File: src/rtl/mac_pkg.sv
// Shared types and constants for the product accumulator: state encoding,
// default widths, accumulator width derivation and signed product limits.
package mac_pkg;

    localparam int MAC_PROD_W  = 64;
    localparam int MAC_GUARD_W = 8;
    localparam int MAC_LEN_W   = 8;

    function automatic int acc_width(input int prod_w, input int guard_w);
        return prod_w + guard_w;
    endfunction

    localparam int MAC_ACC_W = acc_width(MAC_PROD_W, MAC_GUARD_W);

    localparam logic signed [MAC_PROD_W-1:0] PROD_MAX = {1'b0, {(MAC_PROD_W-1){1'b1}}};
    localparam logic signed [MAC_PROD_W-1:0] PROD_MIN = {1'b1, {(MAC_PROD_W-1){1'b0}}};

    typedef enum logic [1:0] {
        IDLE  = 2'd0,
        ACCUM = 2'd1,
        DONE  = 2'd2
    } mac_state_e;

endpackage

File: src/rtl/mult_accumulator_sat_clamp.sv
// Signed saturation of the guarded accumulator down to the product width.
// Only compiled when MAC_SATURATE_EN is defined; the wrap build has no clamp.
`ifdef MAC_SATURATE_EN
module sat_clamp
    import mac_pkg::*;
#(
    parameter int ACC_W  = MAC_ACC_W,
    parameter int PROD_W = MAC_PROD_W
) (
    input  logic [ACC_W-1:0]  acc_i,
    output logic [PROD_W-1:0] result_o,
    output logic              overflow_o
);

    localparam logic [PROD_W-1:0] MAX_V = {1'b0, {(PROD_W-1){1'b1}}};
    localparam logic [PROD_W-1:0] MIN_V = {1'b1, {(PROD_W-1){1'b0}}};

    // The value fits when the guard bits and the product sign bit all agree.
    logic [ACC_W-PROD_W:0] top_bits;
    logic                  fits;

    assign top_bits = acc_i[ACC_W-1:PROD_W-1];
    assign fits     = (&top_bits) | ~(|top_bits);

    always_comb begin
        overflow_o = ~fits;
        if (fits) begin
            result_o = acc_i[PROD_W-1:0];
        end else if (acc_i[ACC_W-1]) begin
            result_o = MIN_V;
        end else begin
            result_o = MAX_V;
        end
    end

endmodule
`endif

File: src/rtl/mult_accumulator.sv
// Accumulates a programmed number of signed products and hands out one sum per
// run over a valid/ready handshake. MAC_SATURATE_EN selects clamped output.
module mult_accumulator
    import mac_pkg::*;
#(
    parameter int PROD_W  = MAC_PROD_W,
    parameter int GUARD_W = MAC_GUARD_W,
    parameter int LEN_W   = MAC_LEN_W
) (
    input  logic              clk,
    input  logic              reset,
    input  logic              start,
    input  logic [LEN_W-1:0]  len_i,
    input  logic [PROD_W-1:0] product_i,
    input  logic              product_valid,
    output logic              product_ready,
    output logic              busy,
    output logic [PROD_W-1:0] result,
    output logic              result_valid,
    input  logic              result_ready,
    output logic              overflow
);

    localparam int ACC_W = acc_width(PROD_W, GUARD_W);

    mac_state_e       state_q, state_d;
    logic [ACC_W-1:0] acc_q, acc_d;
    logic [LEN_W-1:0] count_q, count_d;
    logic [LEN_W-1:0] len_q, len_d;
    logic             busy_q, busy_d;
    logic             product_ready_q, product_ready_d;
    logic             result_valid_q, result_valid_d;

    logic take;
    logic last;

    assign take = product_valid & product_ready_q;
    assign last = (count_q == len_q - LEN_W'(1));

    always_comb begin
        state_d         = state_q;
        acc_d           = acc_q;
        count_d         = count_q;
        len_d           = len_q;
        busy_d          = busy_q;
        product_ready_d = product_ready_q;
        result_valid_d  = result_valid_q;
        case (state_q)
            IDLE: begin
                if (start) begin
                    len_d   = len_i;
                    acc_d   = '0;
                    count_d = '0;
                    busy_d  = 1'b1;
                    if (len_i != '0) begin
                        state_d         = ACCUM;
                        product_ready_d = 1'b1;
                    end else begin
                        state_d        = DONE;
                        result_valid_d = 1'b1;
                    end
                end
            end
            ACCUM: begin
                if (take) begin
                    acc_d   = acc_q + {{GUARD_W{product_i[PROD_W-1]}}, product_i};
                    count_d = count_q + LEN_W'(1);
                    if (last) begin
                        state_d         = DONE;
                        product_ready_d = 1'b0;
                        result_valid_d  = 1'b1;
                    end
                end
            end
            DONE: begin
                if (result_ready) begin
                    state_d        = IDLE;
                    busy_d         = 1'b0;
                    result_valid_d = 1'b0;
                end
            end
            default: begin
                state_d         = IDLE;
                busy_d          = 1'b0;
                product_ready_d = 1'b0;
                result_valid_d  = 1'b0;
            end
        endcase
    end

    always_ff @(posedge clk or negedge reset) begin
        if (!reset) begin
            state_q         <= IDLE;
            acc_q           <= '0;
            count_q         <= '0;
            len_q           <= '0;
            busy_q          <= 1'b0;
            product_ready_q <= 1'b0;
            result_valid_q  <= 1'b0;
        end else begin
            state_q         <= state_d;
            acc_q           <= acc_d;
            count_q         <= count_d;
            len_q           <= len_d;
            busy_q          <= busy_d;
            product_ready_q <= product_ready_d;
            result_valid_q  <= result_valid_d;
        end
    end

    assign busy          = busy_q;
    assign product_ready = product_ready_q;
    assign result_valid  = result_valid_q;

`ifdef MAC_SATURATE_EN
    sat_clamp #(
        .ACC_W  (ACC_W),
        .PROD_W (PROD_W)
    ) u_sat_clamp (
        .acc_i      (acc_q),
        .result_o   (result),
        .overflow_o (overflow)
    );
`else
    // Guard bits only matter for saturation; the wrap build drops them.
    logic unused_guard;
    assign unused_guard = ^acc_q[ACC_W-1:PROD_W];
    assign result       = acc_q[PROD_W-1:0];
    assign overflow     = 1'b0;
`endif

endmodule

File: config.mk
export PLATFORM = sky130hd
export DESIGN_NAME = mult_accumulator
export DESIGN_NICKNAME = d
export VERILOG_FILES = /design/src/rtl/mac_pkg.sv /design/src/rtl/mult_accumulator_sat_clamp.sv /design/src/rtl/mult_accumulator.sv
export SDC_FILE = /design/constraint.sdc
export NUM_CORES = 1
export LEC_CHECK = 0
export BUFFER_PORTS_ARGS = -buffer_cell sky130_fd_sc_hd__buf_2
export CAP_MARGIN = 20
export CORE_AREA = 2 2 131 133
export DETAILED_ROUTE_END_ITERATION = 7
export DIE_AREA = 0 0 133 135
export PLACE_DENSITY_LB_ADDON = 0.1
export SLEW_MARGIN = 20
export SYNTH_ARGS = -nofsm -noshare
export SYNTH_HDL_FRONTEND = slang
export SYNTH_SLANG_ARGS = --single-unit
File: constraint.sdc
create_clock -name clk -period 3.14 [get_ports clk]
set_input_delay 0.157 -clock clk [delete_from_list [all_inputs] [get_ports clk]]
set_output_delay 0.157 -clock clk [all_outputs]
set_load 0.01 [all_outputs]
==> results.cfg <==
[status]
status = completed

[logic_synthesis]
yosysMostFrequentCell = nand2_1
synth_nets = 1066
ys_top_cells_by_count = nand2_1, o21ai_0, a21oi_1
synth_cell_types = 64
synth_area_leader_cell = dfrtp_1
synth_top_flop_cell = dfrtp_1
synth.ff_latch_count = 85
synth_top_area_share = 0.2923
synth_warnings = 0
yosysSeqAreaShare = 0.2923
postSynthCellCount = 923
ys_top_cells_by_area = dfrtp_1, ha_1, nand2_1, o21ai_0, a21oi_1
synth_edf_count = 0
synthesis.area_sq_um = 7276
async_reset_ff_frac = 1.000
avgSynthCellArea_sq_um = 7.883

[pwr]
p_per_area_nw_per_um2 = 737.2
ir_worst_vdd_v = 0.0003765
clkPwrFrac = 0.181
switching_share = 0.4474
pwr-share-seq = 0.256
leakagePower_nw = 4.332
comb_power_share = 0.563
p_int_mw = 3.629
switching_power_mw = 2.939

[timing]
fin_crit_ns = 3.122
whs_ns = 0.003112
tightest_slew_ns = 1.015
grt_setup_unrepaired = true
fin_ws_ns = 0.01826
slew-limit-headroom = 0.3220
fin_skew_ns = 0.008190
post-route-period-util = 0.9942
finalSetupViolCount = 0
timing.fmax_mhz = 320.3
finalHoldViolations = 0
slew_viol_final = 0

[cts]
cts_tree = yes
cts.clk_slew.worst_paths_ns = 0.07
cts_root_buf = clkbuf_16
htreeDepth = 3
numCtsBuffers = 9
clockBufferDepth = 2
cts.sinks = 85
clk_latency_ns = 0.35

[grt]
grt-ovfl-total = 0
track_usage = 0.2347
antenna_found_initial = 0
grt_max_degree = 67
grt_pass1_vias = 6925
grt_pass1_wl_microns = 34260

[placement]
port_buffers = 143
place_congestion = 0.9038
pre_cts_slack_ns = -0.08743
placed_cells_incl_taps = 1283
dpl_cell_area_sq_um = 8428
dpl.hpwl_microns = 16120

[worst_setup_path]
rrSetupSlack_ns = 0.02
startpoint_type = flop
cp_cell_sequence = ha_2 -> inv_2 -> fa_2 -> and2b_1 -> o2111ai_2 -> a21oi_4 -> buf_6 -> buf_6 -> o31ai_2 -> a21oi_2 -> o21ai_4 -> o31ai_4 -> a31oi_4 -> or4_1 -> nand3_1
cp.arrival_ns = 3.42
path_max_fanout = 3
cp.required_ns = 3.43
crit_path_end_kind = flop
reg2reg_depth = 15
path_common_cell = buf_6
r2r-start = acc_q[0]$_DFFE_PN0P_
rr_endpoint = acc_q[48]$_DFFE_PN0P_
slowest_delay_ns = 0.47
critical_path_class = flop to flop
slowest_stage = or4_1

[final_layout]
layout-drive-gt1-share = 0.2153
regArea_sq_um = 2127
stdcell_count = 1307
multi_input_area_sq_um = 4915
fin_nets = 1226
area_growth_pct = 22.46
stdcell_area_sq_um = 8910
nFillCells = 1596
fin_util = 0.5430
antenna_cells = 0

[drt]
via_per_inst = 5.520
wl_per_cell_microns = 16.17
finalWirelength_microns = 21130
drc_errors = 0
dr.pass1.iters = 5
drtAntennaViolNets = 0
num_vias = 7215
drt_iter0_markers = 403

[worst_hold_path]
holdPathStages = 3
whs_endpoint = len_q[5]$_DFFE_PN0P_
hp-class = primary input to flop
worstHoldStart = len_i[5]

[die]
fp.dieH_microns = 135
io_pins = 145
start_util = 0.4435
die_x_microns = 133
rows = 47
dieArea_sq_um = 17960
coreArea_sq_um = 16410

[run]
maxCapViolations = 0
## worst max-delay path: cells and delay by family, from the launching register on
kind | cells | cell delay (ns)
flops | 1 | 0.35
simple gates | 3 | 0.79
fa+ha+maj | 2 | 0.51
buf+inv | 3 | 0.23
compound gates | 7 | 1.17
## layout by cell type (no fill, tap or decap), types with 10 or more instances in the layout
cell type and n:
a21oi_1 96, xnor2_1 41, nand4_1 33, buf_2 142
or3_1 10, nor2b_1 12, nor2_1 46, dfrtp_1 85
a21o_1 26, ha_1 63, inv_1 35, nand2_1 142
o21ai_0 98, buf_4 51, o21bai_1 18, xor2_1 30
nand3_1 11
## metal layers
| layer | vias to the layer above | GRT usage | wire length (microns) |
|---|---|---|---|
| li1 | 3644 | - | - |
| met1 | 3373 | 0.3271 | 10140 |
| met2 | 175 | 0.3840 | 9798 |
| met3 | 23 | 0.02553 | 872 |
| met4 | 0 | 0.07348 | 323 |
| met5 | - | 0 | 0 |
## worst max-delay path by stage
stage                               startpoint                     to  slack, ns  cells after the start
after floorplan           acc_q[0]$_DFFE_PN0P_  acc_q[62]$_DFFE_PN0P_       0.01                     13
after global placement    acc_q[0]$_DFFE_PN0P_  acc_q[62]$_DFFE_PN0P_     -0.005                     13
after detailed placement  acc_q[0]$_DFFE_PN0P_  acc_q[62]$_DFFE_PN0P_      -0.09                     13
after CTS                 acc_q[0]$_DFFE_PN0P_  acc_q[62]$_DFFE_PN0P_      -0.01                     13
after global routing      acc_q[9]$_DFFE_PN0P_  acc_q[62]$_DFFE_PN0P_      -0.16                     11
final                     acc_q[0]$_DFFE_PN0P_  acc_q[48]$_DFFE_PN0P_       0.02                     15
## cell type report
type                       count  area share
sequential                    85      0.2387
multi-input combinational    753      0.5516
tap                          220     0.03089
timing repair buffer         198      0.1286
inverter                      36     0.01517
clock inverter                 5    0.009268
clock buffer                  10     0.02570
## power by group through the flow
stage               registers (mW)  clock network, mW  logic, mW
floorplan                     1.75                  0       2.37
global placement              1.70                  0       3.58
detailed placement            1.70                  0       3.59
CTS                           1.69               1.21       3.63
global route                  1.73               1.26       4.10
finish                        1.68               1.19       3.70
## flip-flops by register name (all words and copies together), names as in the netlist
signal,count
busy,1
result_valid,1
acc_q,64
product_ready,1
state_q,2
count_q,8
len_q,8
## kinds of logic (layout without fill, tap and decap cells)
group,after synthesis,in the layout,share of synthesized area
adder cells (fa/ha/maj),66,66,0.1145
buffers and inverters,85,249,0.04591
XOR/XNOR,71,71,0.08547
AND/OR/NAND/NOR,296,296,0.1909
AO/OA/AOI/OAI,317,317,0.2676
multiplexers,2,2,0.002752
flip-flops,85,85,0.2923
other,1,1,0.0005154
## timing repair
action                                 4_1_cts  5_1_grt
hold buffers                                 3        0
gates cloned                                 0        0
endpoints found under the hold margin       59        0
pin swaps                                    3        7
resized for setup                            3       21
setup endpoints to repair                    2       17
setup buffers                                1        5
## per-stage QoR
stage | power, mW | TNS (ns)
after global placement | 5.284 | -0.005325
final | 6.568 | 0
after CTS | 6.522 | -0.01201
after detailed placement | 5.294 | -0.1399
after floorplan | 4.121 | 0
after global routing | 7.088 | -0.8789
Power figures use the tool's default switching activity.
